### src/rtl/split_pkg.sv
// rtl/split_pkg.sv - shared types and defaults for the split_* candidate generator
package split_pkg;

    typedef enum logic [2:0] {
        ST_IDLE  = 3'd0,
        ST_GEN   = 3'd1,
        ST_CHECK = 3'd2,
        ST_SOL   = 3'd3,
        ST_FAIL  = 3'd4
    } cand_state_t;

    localparam logic [31:0] DEFAULT_TAPS = 32'h8020_0003;
    localparam logic [31:0] DEFAULT_SEED = 32'h0000_0001;

endpackage

### src/rtl/split_lfsr.sv
// rtl/split_lfsr.sv - right-shift Galois LFSR with seed load and zero-seed guard
module split_lfsr #(
    parameter int           W    = 32,
    parameter logic [W-1:0] TAPS = W'(32'h8020_0003),
    parameter logic [W-1:0] SEED = W'(32'h0000_0001)
) (
    input  logic         clk,
    input  logic         rst_n,
    input  logic         step,
    input  logic         load,
    input  logic [W-1:0] seed,
    output logic [W-1:0] next
);

    logic [W-1:0] lfsr_q;

    always_comb begin
        next = (lfsr_q >> 1) ^ (lfsr_q[0] ? TAPS : '0);
    end

    // An all-zero state would lock the register, so a zero seed becomes 1.
    always_ff @(posedge clk or negedge rst_n) begin
        if (!rst_n) begin
            lfsr_q <= SEED;
        end else if (load) begin
            lfsr_q <= (seed == '0) ? W'(1) : seed;
        end else if (step) begin
            lfsr_q <= next;
        end
    end

endmodule

### src/rtl/split_cand_gen.sv
// rtl/split_cand_gen.sv - rejection-sampling driver for a combinational split_* checker
module split_cand_gen
    import split_pkg::*;
#(
    parameter int           W         = 32,
    parameter logic [W-1:0] TAPS      = W'(DEFAULT_TAPS),
    parameter logic [W-1:0] SEED      = W'(DEFAULT_SEED),
    parameter int           MAX_TRIES = 1024
) (
    input  logic         clk,
    input  logic         rst_n,
    input  logic         seed_load,
    input  logic [W-1:0] seed,
    input  logic         start,
    output logic         busy,
    output logic [W-1:0] cand,
    input  logic         chk_x,
    output logic         sol_valid,
    input  logic         sol_ready,
    output logic [W-1:0] sol_data,
    output logic         fail,
    output logic [15:0]  tries
);

    localparam logic [15:0] MAX_T = 16'(MAX_TRIES);

    cand_state_t  state;
    logic [W-1:0] lfsr_next;
    logic         lfsr_step;
    logic         lfsr_load;

    assign lfsr_step = (state == ST_GEN);
    assign lfsr_load = (state == ST_IDLE) && seed_load;

    split_lfsr #(
        .W    (W),
        .TAPS (TAPS),
        .SEED (SEED)
    ) u_lfsr (
        .clk   (clk),
        .rst_n (rst_n),
        .step  (lfsr_step),
        .load  (lfsr_load),
        .seed  (seed),
        .next  (lfsr_next)
    );

    assign busy      = (state != ST_IDLE);
    assign sol_valid = (state == ST_SOL);
    assign fail      = (state == ST_FAIL);

    // cand only changes in GEN, so it is stable through the CHECK cycle
    // where the checker's combinational verdict is sampled.
    always_ff @(posedge clk or negedge rst_n) begin
        if (!rst_n) begin
            state    <= ST_IDLE;
            cand     <= '0;
            sol_data <= '0;
            tries    <= '0;
        end else begin
            case (state)
                ST_IDLE: begin
                    if (!seed_load && start) begin
                        tries <= '0;
                        state <= ST_GEN;
                    end
                end
                ST_GEN: begin
                    cand  <= lfsr_next;
                    tries <= tries + 16'd1;
                    state <= ST_CHECK;
                end
                ST_CHECK: begin
                    if (chk_x) begin
                        sol_data <= cand;
                        state    <= ST_SOL;
                    end else if (tries == MAX_T) begin
                        state <= ST_FAIL;
                    end else begin
                        state <= ST_GEN;
                    end
                end
                ST_SOL: begin
                    if (sol_ready) begin
                        state <= ST_IDLE;
                    end
                end
                ST_FAIL: begin
                    state <= ST_IDLE;
                end
                default: begin
                    state <= ST_IDLE;
                end
            endcase
        end
    end

endmodule
### config.mk
export PLATFORM = sky130hd
export DESIGN_NAME = split_cand_gen
export DESIGN_NICKNAME = d
export VERILOG_FILES = /design/src/rtl/split_pkg.sv /design/src/rtl/split_lfsr.sv /design/src/rtl/split_cand_gen.sv
export SDC_FILE = /design/constraint.sdc
export NUM_CORES = 1
export LEC_CHECK = 0
export ABC_AREA = 1
export CAP_MARGIN = 20
export CORE_MARGIN = 3
export CORE_UTILIZATION = 51
export CTS_BUF_LIST = sky130_fd_sc_hd__clkbuf_4
export CTS_CLUSTER_SIZE = 14
export DETAILED_ROUTE_END_ITERATION = 10
export HOLD_SLACK_MARGIN = 0.05
export PLACE_DENSITY = 0.94
export SYNTH_ARGS = -nofsm -noshare
export SYNTH_HDL_FRONTEND = slang
export SYNTH_SLANG_ARGS = --single-unit
### constraint.sdc
create_clock -name clk -period 1.5 [get_ports clk]
set_input_delay 0.3 -clock clk [delete_from_list [all_inputs] [get_ports clk]]
set_output_delay 0.3 -clock clk [all_outputs]
set_load 0.02 [all_outputs]
Yosys cells after proc, flatten, opt, wreduce, memory -nomap -nowiden
Cells that the tools add are included.
- output and inout port bits: 83
- bits in registers: 115
- logic and storage cells: 36
- $add $sub $neg: 1
- muxes and demuxes: 11
- equality and inequality tests: 7
- reductions and logical operators: 11
- bitwise operators: 1
- operators with widths (cell ; count):
    $mux 32 ; 4
    $logic_not 32->1 ; 1
    $pmux 16 s2 ; 1
    $xor 31x32->32 ; 1
    $add 16x1->16 const B ; 1
    $eq 16x11->1 const B ; 1
    $mux 16 ; 1
    $mux 3 ; 4
    $pmux 3 s4 ; 1
    $eq 3x2->1 const B ; 2
    $reduce_and 2->1 ; 3
    $ne 2x1->1 const B ; 2
    $reduce_bool 2->1 ; 2
    $eq 3x1->1 const B ; 1
    $eq 3x3->1 const B ; 1
    $logic_not 3->1 ; 1
    $reduce_bool 3->1 ; 1
    $logic_and 1x1->1 ; 2
    $logic_not 1->1 ; 1

Depth between registers and ports, before layout
Gate-level depths: netlist of the first run.
- depth after elaboration: 4
- depth in mapped cells: 8
- mapped depth without buffers: 8

Hierarchy
From an unflattened synthesis of the first run, not the netlist that was laid out.
- cell total of the unflattened synthesis: 655
- area, all modules: 5564.1 µm²
- modules (own cells, without submodules) (module ; area each (µm²) ; cells an instance ; times used ; seq. area each (µm²)):
    split_cand_gen ; 3712.3 ; 413 ; 1 ; 2077.0
    split_lfsr ; 1851.8 ; 242 ; 1 ; 802.0

Worst setup path after synthesis of the first run
Ideal clock, no wire load.
- path kind: register to register
- from: register tries[0]
- to: register tries[14]
- path buffers: 0
- required time: 1367 ps
- stages on the path, launching flop included: 9
- data arrival time: 1270 ps
- clock period less this slack: 1403 ps
- slack: 97 ps
- cell sequence: dfrtp_1 ha_1 nand2_1 inv_1 nand3_1 nor2_1 nand2_1 nand2_1 o21ai_0
- word-level cells in the longest chain between the ends: 2
- ends and longest elaborated chain (what ; RTL line ; text):
    from (decl) ; split_cand_gen.sv:22 ; output logic [15:0] tries
    from (signal assigned) ; split_cand_gen.sv:70 ; tries <= tries + 16'd1;
    $add 16x1->16 ; split_cand_gen.sv:70 ;
    $pmux 16 s2 ; split_cand_gen.sv:61 ; case (state)
Every way passes these cells.
A chain may end at the register's enable or synchronous reset.

Worst setup path after layout of the first run
- from: register state[2]
- to: register tries[15]
- word-level cells in the longest chain between the ends: 3
- elaborated cells between the ends (all ways): 6
- classes of those cells: 2 x eq/ne; 1 x mux; 3 x reduce/logical
- ends and longest elaborated chain (what ; RTL line ; text):
    from (decl) ; split_cand_gen.sv:27 ; cand_state_t state;
    from (signal assigned) ; split_cand_gen.sv:56 ; state <= ST_IDLE;
    from (signal assigned) ; split_cand_gen.sv:65 ; state <= ST_GEN;
    from (signal assigned) ; split_cand_gen.sv:71 ; state <= ST_CHECK;
    $logic_not 3->1 or $eq 3x1->1 (tied branches) ; split_cand_gen.sv:61 ;
    $ne 2x1->1 (no source line) or $reduce_bool 2->1 (tied branches) ; n/a ;
    $reduce_and 2->1 (no source line) ; n/a ;
Several ways; a longest one is shown, not always the timed one.

==> impl_metrics.tcl, run 1 <==
set metrics [dict create \
    drt-initial-drc-count 515 \
    route.antenna.remaining_nets 0 \
    final_net_count 811 \
    numCtsBuffers 17 \
    clkSlewWorstSetupHoldPaths_ns 0.12 \
    vdd.ir_drop.worst_mv 1.200 \
    finish.cell_count_without_fillers 913 \
    number_of_synthesized_register_bits 115 \
    min_period_over_period_pct 116.8 \
    seq_area_frac_synth_pct 58.33 \
    vias_in_the_first_global_route 4963 \
    final.setup.worst_slack_ns -0.2514 \
    layout_common_cells "sky130_fd_sc_hd__nand2_1, sky130_fd_sc_hd__dfrtp_1, sky130_fd_sc_hd__buf_2" \
    firstDrtPassIters 4 \
    final_cell_area_um2 7835 \
    syn_inst 568 \
    ctsLongestPathBuffers 2 \
    avgViaCountPerCell 5.778 \
    grt_antenna_before_repair 0 \
    fillerInstances 515 \
    placed_cell_area_um2 6361 \
    finalMaxSlewViolations 0 \
    finClkSkew_ns 0.01617 \
    grt_util_met1_pct 31.88 \
    worst_setup_path_startpoint "state[2]" \
    grt_use_met3_pct 7.883 \
    synth_edf_count 0 \
    antenna-diode-count 0 \
    fp.dieArea_um2 10900 \
    run_status "finished with violations" \
    initial_utilization_pct 52.92 \
    critical_path_peak_fanout 7 \
    die_height_um 104.4 \
    floorplan_core_area_um2 9328 \
    crit_required_ns 1.88 \
    numPortBuffers 120 \
    grt_first_pass_wirelength_um 24070 \
    max_slew.worst_pin.slew_ns 0.4870 \
    routabilityCongestion 0.8861 \
    global_route.usage.met2_pct 48.20 \
    synth.avg_cell_area_um2 8.690 \
    synth.top_cell.area_share_pct 57.79 \
    placedCellCount 818 \
    ctsRootBufferMaster "sky130_fd_sc_hd__clkbuf_4" \
    asyncSetResetFlopFracSynth_pct 100.0 \
    r2r_end "tries[15]" \
    synth-warning-count 0 \
    critical_path_capture_point_type "flip-flop" \
    post_synthesis_instance_area_um2 4936 \
    crit_type "flip-flop to flip-flop" \
    setup_viol 104 \
    worst_setup_path_endpoint "tries[15]" \
    headroom_to_the_max_slew_limit_pct 67.53 \
    cts_max_level 4 \
    min_period_ns 1.751 \
    power_mw 18.22 \
    timing.final.hold_violations 0 \
    rsz0062_at_grt "yes" \
    grt-busiest-layer "met2" \
    die_width_um 104.4 \
    sum_of_net_half_perimeters_after_detailed_placement_um 9111 \
    max_freq_mhz 571.0 \
    synth_nets 608 \
    insertion_delay_ns 0.50 \
    synth_area_leaders "sky130_fd_sc_hd__dfrtp_1, sky130_fd_sc_hd__nand2_1, sky130_fd_sc_hd__o21ai_0" \
    aggregate_global_route_resource_usage_pct 27.56 \
    synthDominantAreaCellType "sky130_fd_sc_hd__dfrtp_1" \
    reg2reg_slack_ns -0.25 \
    critical_path.startpoint_type "flip-flop" \
    maximum_number_of_pins_on_one_net_before_global_route_repair 88 \
    crit-reg2reg-launch "state[2]" \
    post_route_cells_drive_above_1_share_pct 42.86 \
    placementRows 35 \
    detailroute.via_count 5275 \
    worst-endpoint-arrival_ns 2.13 \
    syn_to_final_growth_pct 58.73 \
    drt_wl_total_um 19070 \
    remaining_drc_errors 0 \
    tritoncts "built" \
    tritoncts_num_sinks 115 \
    final_common_cell "sky130_fd_sc_hd__nand2_1" \
    synth_cell_types 32 \
    grt.overflow.total 0 \
    routed_wire_length_per_instance_um 20.88 \
    dominantRegCellSynth "sky130_fd_sc_hd__dfrtp_1" \
    timing.reg2reg.worst_path_depth 11 \
    utilization_pct 84.00 \
    power_per_cell_area_nw_per_um2 2326 \
    power.leakage_nw 4.029 \
    max_cap_violations 0 \
    failing_checks "negative setup slack" \
    design.portCount 121 \
    hold_path.class "input port to asynchronous set/reset pin" \
]
==> metrics by stage <==
stage | setup TNS, ns | setup slack [ns] | hold WS, ns
2_1_floorplan | 0 | 0.09656 | 0.004409
3_3_place_gp | -8.025 | -0.2679 | 0.3545
3_5_place_dp | -10.97 | -0.4047 | 0.3584
4_1_cts | -4.006 | -0.1983 | 0.3486
5_1_grt | -15.92 | -0.3058 | 0.3513
6_report | -10.71 | -0.2514 | 0.3772
==> worst min-delay path by stage <==
stage | to | start
2_1_floorplan | cand[0] | rst_n
3_3_place_gp | sol_data[27] | rst_n
3_5_place_dp | cand[30] | rst_n
4_1_cts | tries[7] | rst_n
5_1_grt | sol_data[26] | rst_n
6_report | u_lfsr.lfsr_q[28] | rst_n
==> what timing repair did <==
item,4_1_cts,5_1_grt
pin swaps,11,23
resized for setup,312,290
cloned,3,11
setup buffers,25,26
setup endpoints to repair,123,157
hold buffers,1,0
endpoints found under the hold margin,114,0
==> power by group <==
group	total, mW	switching (mW)	internal (mW)
registers	5.60	1.10	4.51
logic	10.4	5.92	4.44
clock network	2.25	1.26	0.995
==> final cells by class <==
cell class	count	area (um2)	share of cell area, %
timing repair buffer	204	1884	24.05
multi-input combinational	372	2384	30.42
inverter	61	251.5	3.210
sequential	115	2880	36.76
clock inverter	14	138.9	1.773
tap	129	161.4	2.060
clock buffer	18	135.1	1.725
==> flip-flops by register name, indices dropped and copies added, names as in the netlist <==
name           cells
cand              32
sol_data          32
u_lfsr.lfsr_q     32
tries             16
state              3
==> cells by family (layout without fill, tap and decap cells) <==
family | after synthesis | count (layout) | synth area share [%]
multiplexers | 5 | 5 | 1.141
AO/OA/AOI/OAI | 87 | 87 | 9.278
buffers and inverters | 82 | 297 | 7.224
XOR/XNOR | 3 | 3 | 0.5324
flip-flops | 115 | 115 | 58.33
adder cells (fa/ha/maj) | 2 | 2 | 0.5069
AND/OR/NAND/NOR | 274 | 275 | 22.99
==> synthesized netlist by cell type, types with 2 or more instances <==
| cell | n |
|---|---|
| sky130_fd_sc_hd__nand3_1 | 41 |
| sky130_fd_sc_hd__nor3_1 | 2 |
| sky130_fd_sc_hd__o21ai_0 | 69 |
| sky130_fd_sc_hd__inv_1 | 58 |
| sky130_fd_sc_hd__o21ai_1 | 2 |
| sky130_fd_sc_hd__buf_6 | 4 |
| sky130_fd_sc_hd__nor2_4 | 2 |
| sky130_fd_sc_hd__ha_1 | 2 |
| sky130_fd_sc_hd__buf_2 | 8 |
| sky130_fd_sc_hd__clkbuf_2 | 2 |
| sky130_fd_sc_hd__nand2_1 | 175 |
| sky130_fd_sc_hd__dfrtp_1 | 114 |
| sky130_fd_sc_hd__xor2_1 | 3 |
| sky130_fd_sc_hd__clkbuf_1 | 6 |
| sky130_fd_sc_hd__o211ai_1 | 5 |
| sky130_fd_sc_hd__a21oi_1 | 6 |
| sky130_fd_sc_hd__inv_2 | 2 |
| sky130_fd_sc_hd__nand4_1 | 6 |
| sky130_fd_sc_hd__a31oi_1 | 2 |
| sky130_fd_sc_hd__nor2_2 | 3 |
| sky130_fd_sc_hd__nor2_1 | 41 |
| sky130_fd_sc_hd__mux2_2 | 5 |
==> worst max-delay path: stages (launching register included) <==
cell	delay (ns)
sky130_fd_sc_hd__dfrtp_1	0.44
sky130_fd_sc_hd__buf_6	0.15
sky130_fd_sc_hd__buf_6	0.11
sky130_fd_sc_hd__nor2_4	0.14
sky130_fd_sc_hd__nand2_4	0.11
sky130_fd_sc_hd__buf_6	0.13
sky130_fd_sc_hd__buf_8	0.14
sky130_fd_sc_hd__nor2_4	0.08
sky130_fd_sc_hd__buf_6	0.14
sky130_fd_sc_hd__nand2_4	0.06
sky130_fd_sc_hd__nand3_2	0.07
sky130_fd_sc_hd__nand2_1	0.06
==> routing by layer <==
layer | part of all wire, % | wire (um)
met1 | 35 | 6720
met2 | 51 | 9644
met3 | 8.5 | 1615
met4 | 5.7 | 1085
met5 | 0 | 0
Power figures use the tool's default switching activity.
==> inputs of run 2 (changes only) <==
--- a/config.mk
+++ b/config.mk
@@ -8,12 +8,12 @@
 export ABC_AREA = 1
 export CAP_MARGIN = 20
 export CORE_MARGIN = 3
-export CORE_UTILIZATION = 51
+export CORE_UTILIZATION = 55
 export CTS_BUF_LIST = sky130_fd_sc_hd__clkbuf_4
 export CTS_CLUSTER_SIZE = 14
 export DETAILED_ROUTE_END_ITERATION = 10
 export HOLD_SLACK_MARGIN = 0.05
-export PLACE_DENSITY = 0.94
+export PLACE_DENSITY = 0.95
 export SYNTH_ARGS = -nofsm -noshare
 export SYNTH_HDL_FRONTEND = slang
 export SYNTH_SLANG_ARGS = --single-unit
==> constraint.sdc (replaced) <==
create_clock -name clk -period 2.2 [get_ports clk]
set_input_delay 0.44 -clock clk [delete_from_list [all_inputs] [get_ports clk]]
set_output_delay 0.44 -clock clk [all_outputs]
set_load 0.02 [all_outputs]
==> run 2 against run 1 <==
Net effect:
- the run now ends clean
- first-iteration DRC count down 43%
- non-clock buffer count shrank 73
- via count is 17% lower
- largest power group unchanged
- sequential cell count is the same
- sequential power down 33%
- global-route usage is 0.26 points lower
- cell area is 17% lower
- cell count is 11% lower
- clock power down 36%
- sequential share of layout area grew 7.5 points
==> impl_metrics.tcl, run 2 (synthesis gave the netlist of run 1 again) <==
set metrics [dict create \
    run_status "complete, no violations" \
    finalMaxSlewViolations 0 \
    grt_first_pass_wirelength_um 21410 \
    power_per_cell_area_nw_per_um2 1486 \
    insertion_delay_ns 0.52 \
    design.portCount 121 \
    max_freq_mhz 476.8 \
    maximum_number_of_pins_on_one_net_before_global_route_repair 45 \
    tritoncts_num_sinks 115 \
    final_common_cell "sky130_fd_sc_hd__nand2_1" \
    grt_util_met1_pct 33.74 \
    drt_wl_total_um 13110 \
    setup_viol 0 \
    timing.final.hold_violations 0 \
    avgViaCountPerCell 5.408 \
    critical_path.startpoint_type "flip-flop" \
    grt-busiest-layer "met2" \
    drt-initial-drc-count 296 \
    finClkSkew_ns 0.01401 \
    finalSetupTns_ns 0 \
    max_cap_violations 0 \
    clkSlewWorstSetupHoldPaths_ns 0.11 \
    critical_path_peak_fanout 5 \
    floorplan_core_area_um2 8464 \
    fp.dieArea_um2 10150 \
    numCtsBuffers 17 \
    grt_use_met3_pct 7.059 \
    layout_common_cells "sky130_fd_sc_hd__nand2_1, sky130_fd_sc_hd__clkdlybuf4s50_1, sky130_fd_sc_hd__dfrtp_1" \
    crit_required_ns 1.76 \
    die_height_um 100.7 \
    rsz0062_at_grt "no" \
    cts_max_level 4 \
    final_cell_area_um2 6505 \
    syn_to_final_growth_pct 31.79 \
    antenna-diode-count 0 \
    aggregate_global_route_resource_usage_pct 27.30 \
    sum_of_net_half_perimeters_after_detailed_placement_um 9376 \
    largest_regs "cand (32), sol_data (32), u_lfsr.lfsr_q (32)" \
    route.antenna.remaining_nets 0 \
    postCtsSetupRepairBufs 0 \
    placed_cell_area_um2 6241 \
    firstDrtPassIters 4 \
    global_route.usage.met2_pct 46.58 \
    critical_path_capture_point_type "primary output" \
    routed_wire_length_per_instance_um 16.11 \
    numPortBuffers 120 \
    vdd.ir_drop.worst_mv 0.8848 \
    remaining_drc_errors 0 \
    initial_utilization_pct 58.31 \
    die_width_um 100.7 \
    final_net_count 737 \
    power.leakage_nw 3.016 \
    headroom_to_the_max_slew_limit_pct 52.83 \
    crit_type "flip-flop to primary output" \
    ctsRootBufferMaster "sky130_fd_sc_hd__clkbuf_4" \
    min_period_over_period_pct 95.34 \
    tritoncts "built" \
    hold_path.class "input port to asynchronous set/reset pin" \
    grt_antenna_before_repair 0 \
    vias_in_the_first_global_route 4458 \
    utilization_pct 76.85 \
    routabilityCongestion 0.8464 \
    max_slew.worst_pin.slew_ns 0.7058 \
    post_route_cells_drive_above_1_share_pct 8.181 \
    detailroute.via_count 4402 \
    min_period_ns 2.097 \
    placementRows 33 \
    fillerInstances 575 \
    worst-endpoint-arrival_ns 1.66 \
    grt.overflow.total 0 \
    ctsLongestPathBuffers 2 \
]
run 2: per-stage QoR:
stage | hold WS (ns) | power, mW | setup WS, ns | cells
CTS | 0.4422 | 9.706 | 0.08023 | 814
floorplan | 0.1444 | 6.232 | 0.7439 | 568
global placement | 0.4640 | 8.005 | 0.3195 | 782
detailed placement | 0.4696 | 8.259 | 0.2121 | 782
finish | 0.4406 | 9.669 | 0.1026 | 814
global route | 0.4626 | 10.30 | 0.003848 | 814
run 2: cell type report:
class / instances / area [um2] / share of cell area, %
Clock inverter: 14 / 130.1 / 2.000
Clock buffer: 17 / 127.6 / 1.962
Tap cell: 105 / 131.4 / 2.020
Timing Repair Buffer: 131 / 1305 / 20.06
Sequential cell: 115 / 2879 / 44.26
Multi-Input combinational cell: 371 / 1700 / 26.14
Inverter: 61 / 231.5 / 3.558
run 2: worst paths after layout:
check | start | to | slack (ns) | depth (start not counted)
setup / recovery | state[2] | busy | 0.10 | 3
hold / removal | rst_n | sol_data[30] | 0.44 | 2
setup reg to reg | state[2] | u_lfsr.lfsr_q[28] | 0.45 | 6
hold reg to reg | u_lfsr.lfsr_q[6] | u_lfsr.lfsr_q[6] | 0.50 | 2
max in group asynchronous | rst_n | cand[1] | 1.11 | 3
min in group clk | u_lfsr.lfsr_q[6] | u_lfsr.lfsr_q[6] | 0.50 | 2
run 2: routing by layer:
| metal | vias to the layer above | part of all wire, % |
|---|---|---|
| met5 | - | 0 |
| met4 | 0 | 1.6 |
| met3 | 21 | 7.8 |
| met2 | 199 | 51 |
| met1 | 2109 | 39 |
| li1 | 2073 | - |
run 2: power breakdown:
part           switching, mW  internal, mW
registers              0.674          3.07
clock network          0.879         0.563
logic                   2.61          1.87
run 2: worst max-delay path: stages, from the launching register on:
cell and delay [ns]:
sky130_fd_sc_hd__dfrtp_1 0.46, sky130_fd_sc_hd__nor2_2 0.18, sky130_fd_sc_hd__nand2_1 0.14, sky130_fd_sc_hd__dlygate4sd2_1 0.36
run 2: repair_timing:
item	4_1_cts	5_1_grt
endpoints found under the hold margin	39	0
hold buffers	1	0
gates resized for setup	3	0
endpoints found under the setup margin	3	0
==> inputs of run 3 (changes only) <==
--- a/config.mk
+++ b/config.mk
@@ -14,6 +14,7 @@
 export DETAILED_ROUTE_END_ITERATION = 10
 export HOLD_SLACK_MARGIN = 0.05
 export PLACE_DENSITY = 0.95
+export RECOVER_POWER = 25
 export SYNTH_ARGS = -nofsm -noshare
 export SYNTH_HDL_FRONTEND = slang
 export SYNTH_SLANG_ARGS = --single-unit
==> run 3 against run 2 <==
Net effect:
- cell count did not move
- core utilization fell by 0.27 points
- first-iteration DRC count rose by 2.4%
- combinational power barely moved
- critical path depth fell by 2
- routed wire length fell by 0.30%
- power fell by 0.19%
- highest routed layer unchanged
==> impl_metrics.tcl, run 3 (synthesis gave the netlist of run 1 again) <==
set metrics [dict create \
    hold_path.class "flip-flop to flip-flop" \
    multi_input_comb_area_um2 1700 \
    path_cells "clkdlybuf4s50_1" \
    postCtsSetupRepairBufs 0 \
    routed_wire_length_per_instance_um 16.06 \
    setup_viol 0 \
    firstDrtPassIters 4 \
    timing.final.hold_violations 0 \
    worst_path_max_delay_cell "sky130_fd_sc_hd__clkdlybuf4s50_1" \
    insertion_delay_ns 0.51 \
    p_switching_mw 4.153 \
    post_route_cells_drive_above_1_share_pct 7.898 \
    max_slew.worst_pin.slew_ns 1.068 \
    initial_utilization_pct 58.31 \
    ctsRootBufferMaster "sky130_fd_sc_hd__clkbuf_4" \
    seq_power_share_pct 38.8 \
    critical_path.max_stage_delay_ns 0.66 \
    placementRows 33 \
    critical_path_peak_fanout 7 \
    final_common_cell "sky130_fd_sc_hd__nand2_1" \
    antenna-diode-count 0 \
    layout_common_cells "sky130_fd_sc_hd__nand2_1, sky130_fd_sc_hd__clkdlybuf4s50_1, sky130_fd_sc_hd__dfrtp_1" \
    numCtsBuffers 17 \
    sum_of_net_half_perimeters_after_detailed_placement_um 9376 \
    fillerInstances 579 \
    numPortBuffers 120 \
    tritoncts_num_sinks 115 \
    worst-endpoint-arrival_ns 1.64 \
    power.leakage_nw 3.003 \
    floorplan_core_area_um2 8464 \
    cts_max_level 4 \
    design.portCount 121 \
    final_net_count 737 \
    share_clk_of_total_power_pct 14.9 \
    finalSetupTns_ns 0 \
    largest_regs "cand (32), sol_data (32), u_lfsr.lfsr_q (32)" \
    vias_in_the_first_global_route 4458 \
    die_height_um 100.7 \
    ctsLongestPathBuffers 2 \
    cp_num_buf_inv 1 \
    power_report.internal_total_mw 5.497 \
    aggregate_global_route_resource_usage_pct 27.30 \
    route.antenna.remaining_nets 0 \
    sequential_cell_area_um2 2879 \
    drt_wl_total_um 13070 \
    power_mw 9.650 \
    dp_worst_setup_slack_ns 0.2121 \
    syn_to_final_growth_pct 31.33 \
    remaining_drc_errors 0 \
    critical_path.startpoint_type "flip-flop" \
    finalMaxSlewViolations 0 \
    critical_path_capture_point_type "primary output" \
    grt_first_pass_wirelength_um 21410 \
    headroom_to_the_max_slew_limit_pct 28.81 \
    power_per_cell_area_nw_per_um2 1489 \
    die_width_um 100.7 \
    avgViaCountPerCell 5.415 \
    run_status "complete, no violations" \
    finClkSkew_ns 0.01700 \
    crit_type "flip-flop to primary output" \
    vdd.ir_drop.worst_mv 0.8902 \
    max_freq_mhz 479.9 \
    drt-initial-drc-count 303 \
    grt_antenna_before_repair 0 \
    final.setup.worst_slack_ns 0.1161 \
    share_comb_of_total_power_pct 46.3 \
    min_period_ns 2.084 \
    maximum_number_of_pins_on_one_net_before_global_route_repair 45 \
    min_period_over_period_pct 94.72 \
    critPathTopFamily "buffers and inverters" \
    fp.dieArea_um2 10150 \
    crit_required_ns 1.76 \
    grt.overflow.total 0 \
    max_cap_violations 0 \
    tritoncts "built" \
    clkSlewWorstSetupHoldPaths_ns 0.11 \
    detailroute.via_count 4408 \
    routabilityCongestion 0.8464 \
    rsz0062_at_grt "no" \
    share_of_total_power_consumed_by_net_switching_pct 43.04 \
]
==> run 3: cell types whose count changed in the layout (fill, tap and decap cells not counted) <==
cell | before | now
sky130_fd_sc_hd__clkbuf_4 | 17 | 18
sky130_fd_sc_hd__buf_4 | 9 | 6
sky130_fd_sc_hd__clkbuf_2 | 0 | 1
sky130_fd_sc_hd__clkbuf_1 | 0 | 2
sky130_fd_sc_hd__buf_12 | 2 | 1
==> run 3: power groups by stage <==
stage	Sequential (mW)	Combinational (mW)	Clock (mW)
3_5_place_dp	3.75	4.51	0
5_1_grt	3.84	4.90	1.56
6_report	3.74	4.47	1.44
4_1_cts	3.73	4.51	1.46
3_3_place_gp	3.71	4.30	0
2_1_floorplan	4.38	1.86	0
==> run 3: timing repair <==
item                                    4_1_cts  5_1_grt
hold endpoints to repair                     39        0
gates resized for setup                       3        0
hold buffers                                  1        0
endpoints found under the setup margin        3        0
==> run 3: final cells by class <==
class,instances,area share [%]
Tap cell,105,2.027
Timing Repair Buffer,131,19.78
Clock buffer,17,1.969
Sequential cell,115,44.41
Multi-Input combinational cell,371,26.23
Clock inverter,14,2.007
Inverter,61,3.571
==> run 3: per-stage QoR <==
step / instance area, um2 / utilization (%) / hold slack (ns) / cells
floorplan: 4936 / - / 0.1444 / 568
global placement: 6241 / 73.73 / 0.4640 / 782
detailed placement: 6241 / 73.73 / 0.4696 / 782
CTS: 6505 / 76.85 / 0.4422 / 814
global route: 6482 / 76.59 / 0.5020 / 814
finish: 6482 / 76.59 / 0.4959 / 814
==> run 3: worst paths after layout <==
kind / depth (start not counted) / slack [ns] / start / to
setup / recovery: 1 / 0.12 / tries[10] / tries[10]
min in group asynchronous: 2 / 0.65 / rst_n / sol_data[30]
hold reg to reg: 2 / 0.50 / u_lfsr.lfsr_q[6] / u_lfsr.lfsr_q[6]
setup reg to reg: 6 / 0.46 / state[2] / u_lfsr.lfsr_q[28]
hold / removal: 2 / 0.50 / u_lfsr.lfsr_q[6] / u_lfsr.lfsr_q[6]
max in group asynchronous: 3 / 0.37 / rst_n / u_lfsr.lfsr_q[13]
==> run 3: worst register-to-register path, cell delays in order (launching register included) <==
cell,delay (ns)
sky130_fd_sc_hd__dfrtp_1,0.47
sky130_fd_sc_hd__nor2_2,0.08
sky130_fd_sc_hd__nand2_2,0.09
sky130_fd_sc_hd__inv_4,0.15
sky130_fd_sc_hd__nor2_4,0.61
sky130_fd_sc_hd__nand2_1,0.14
sky130_fd_sc_hd__o211ai_1,0.12
==> run 3: layer usage <==
layer	GRT usage, %	share of wire (%)	wire length [um]
met3	7.059	7.6	988
met4	9.326	1.9	250
met1	33.74	40	5170
met2	46.58	51	6662
met5	0	0	0
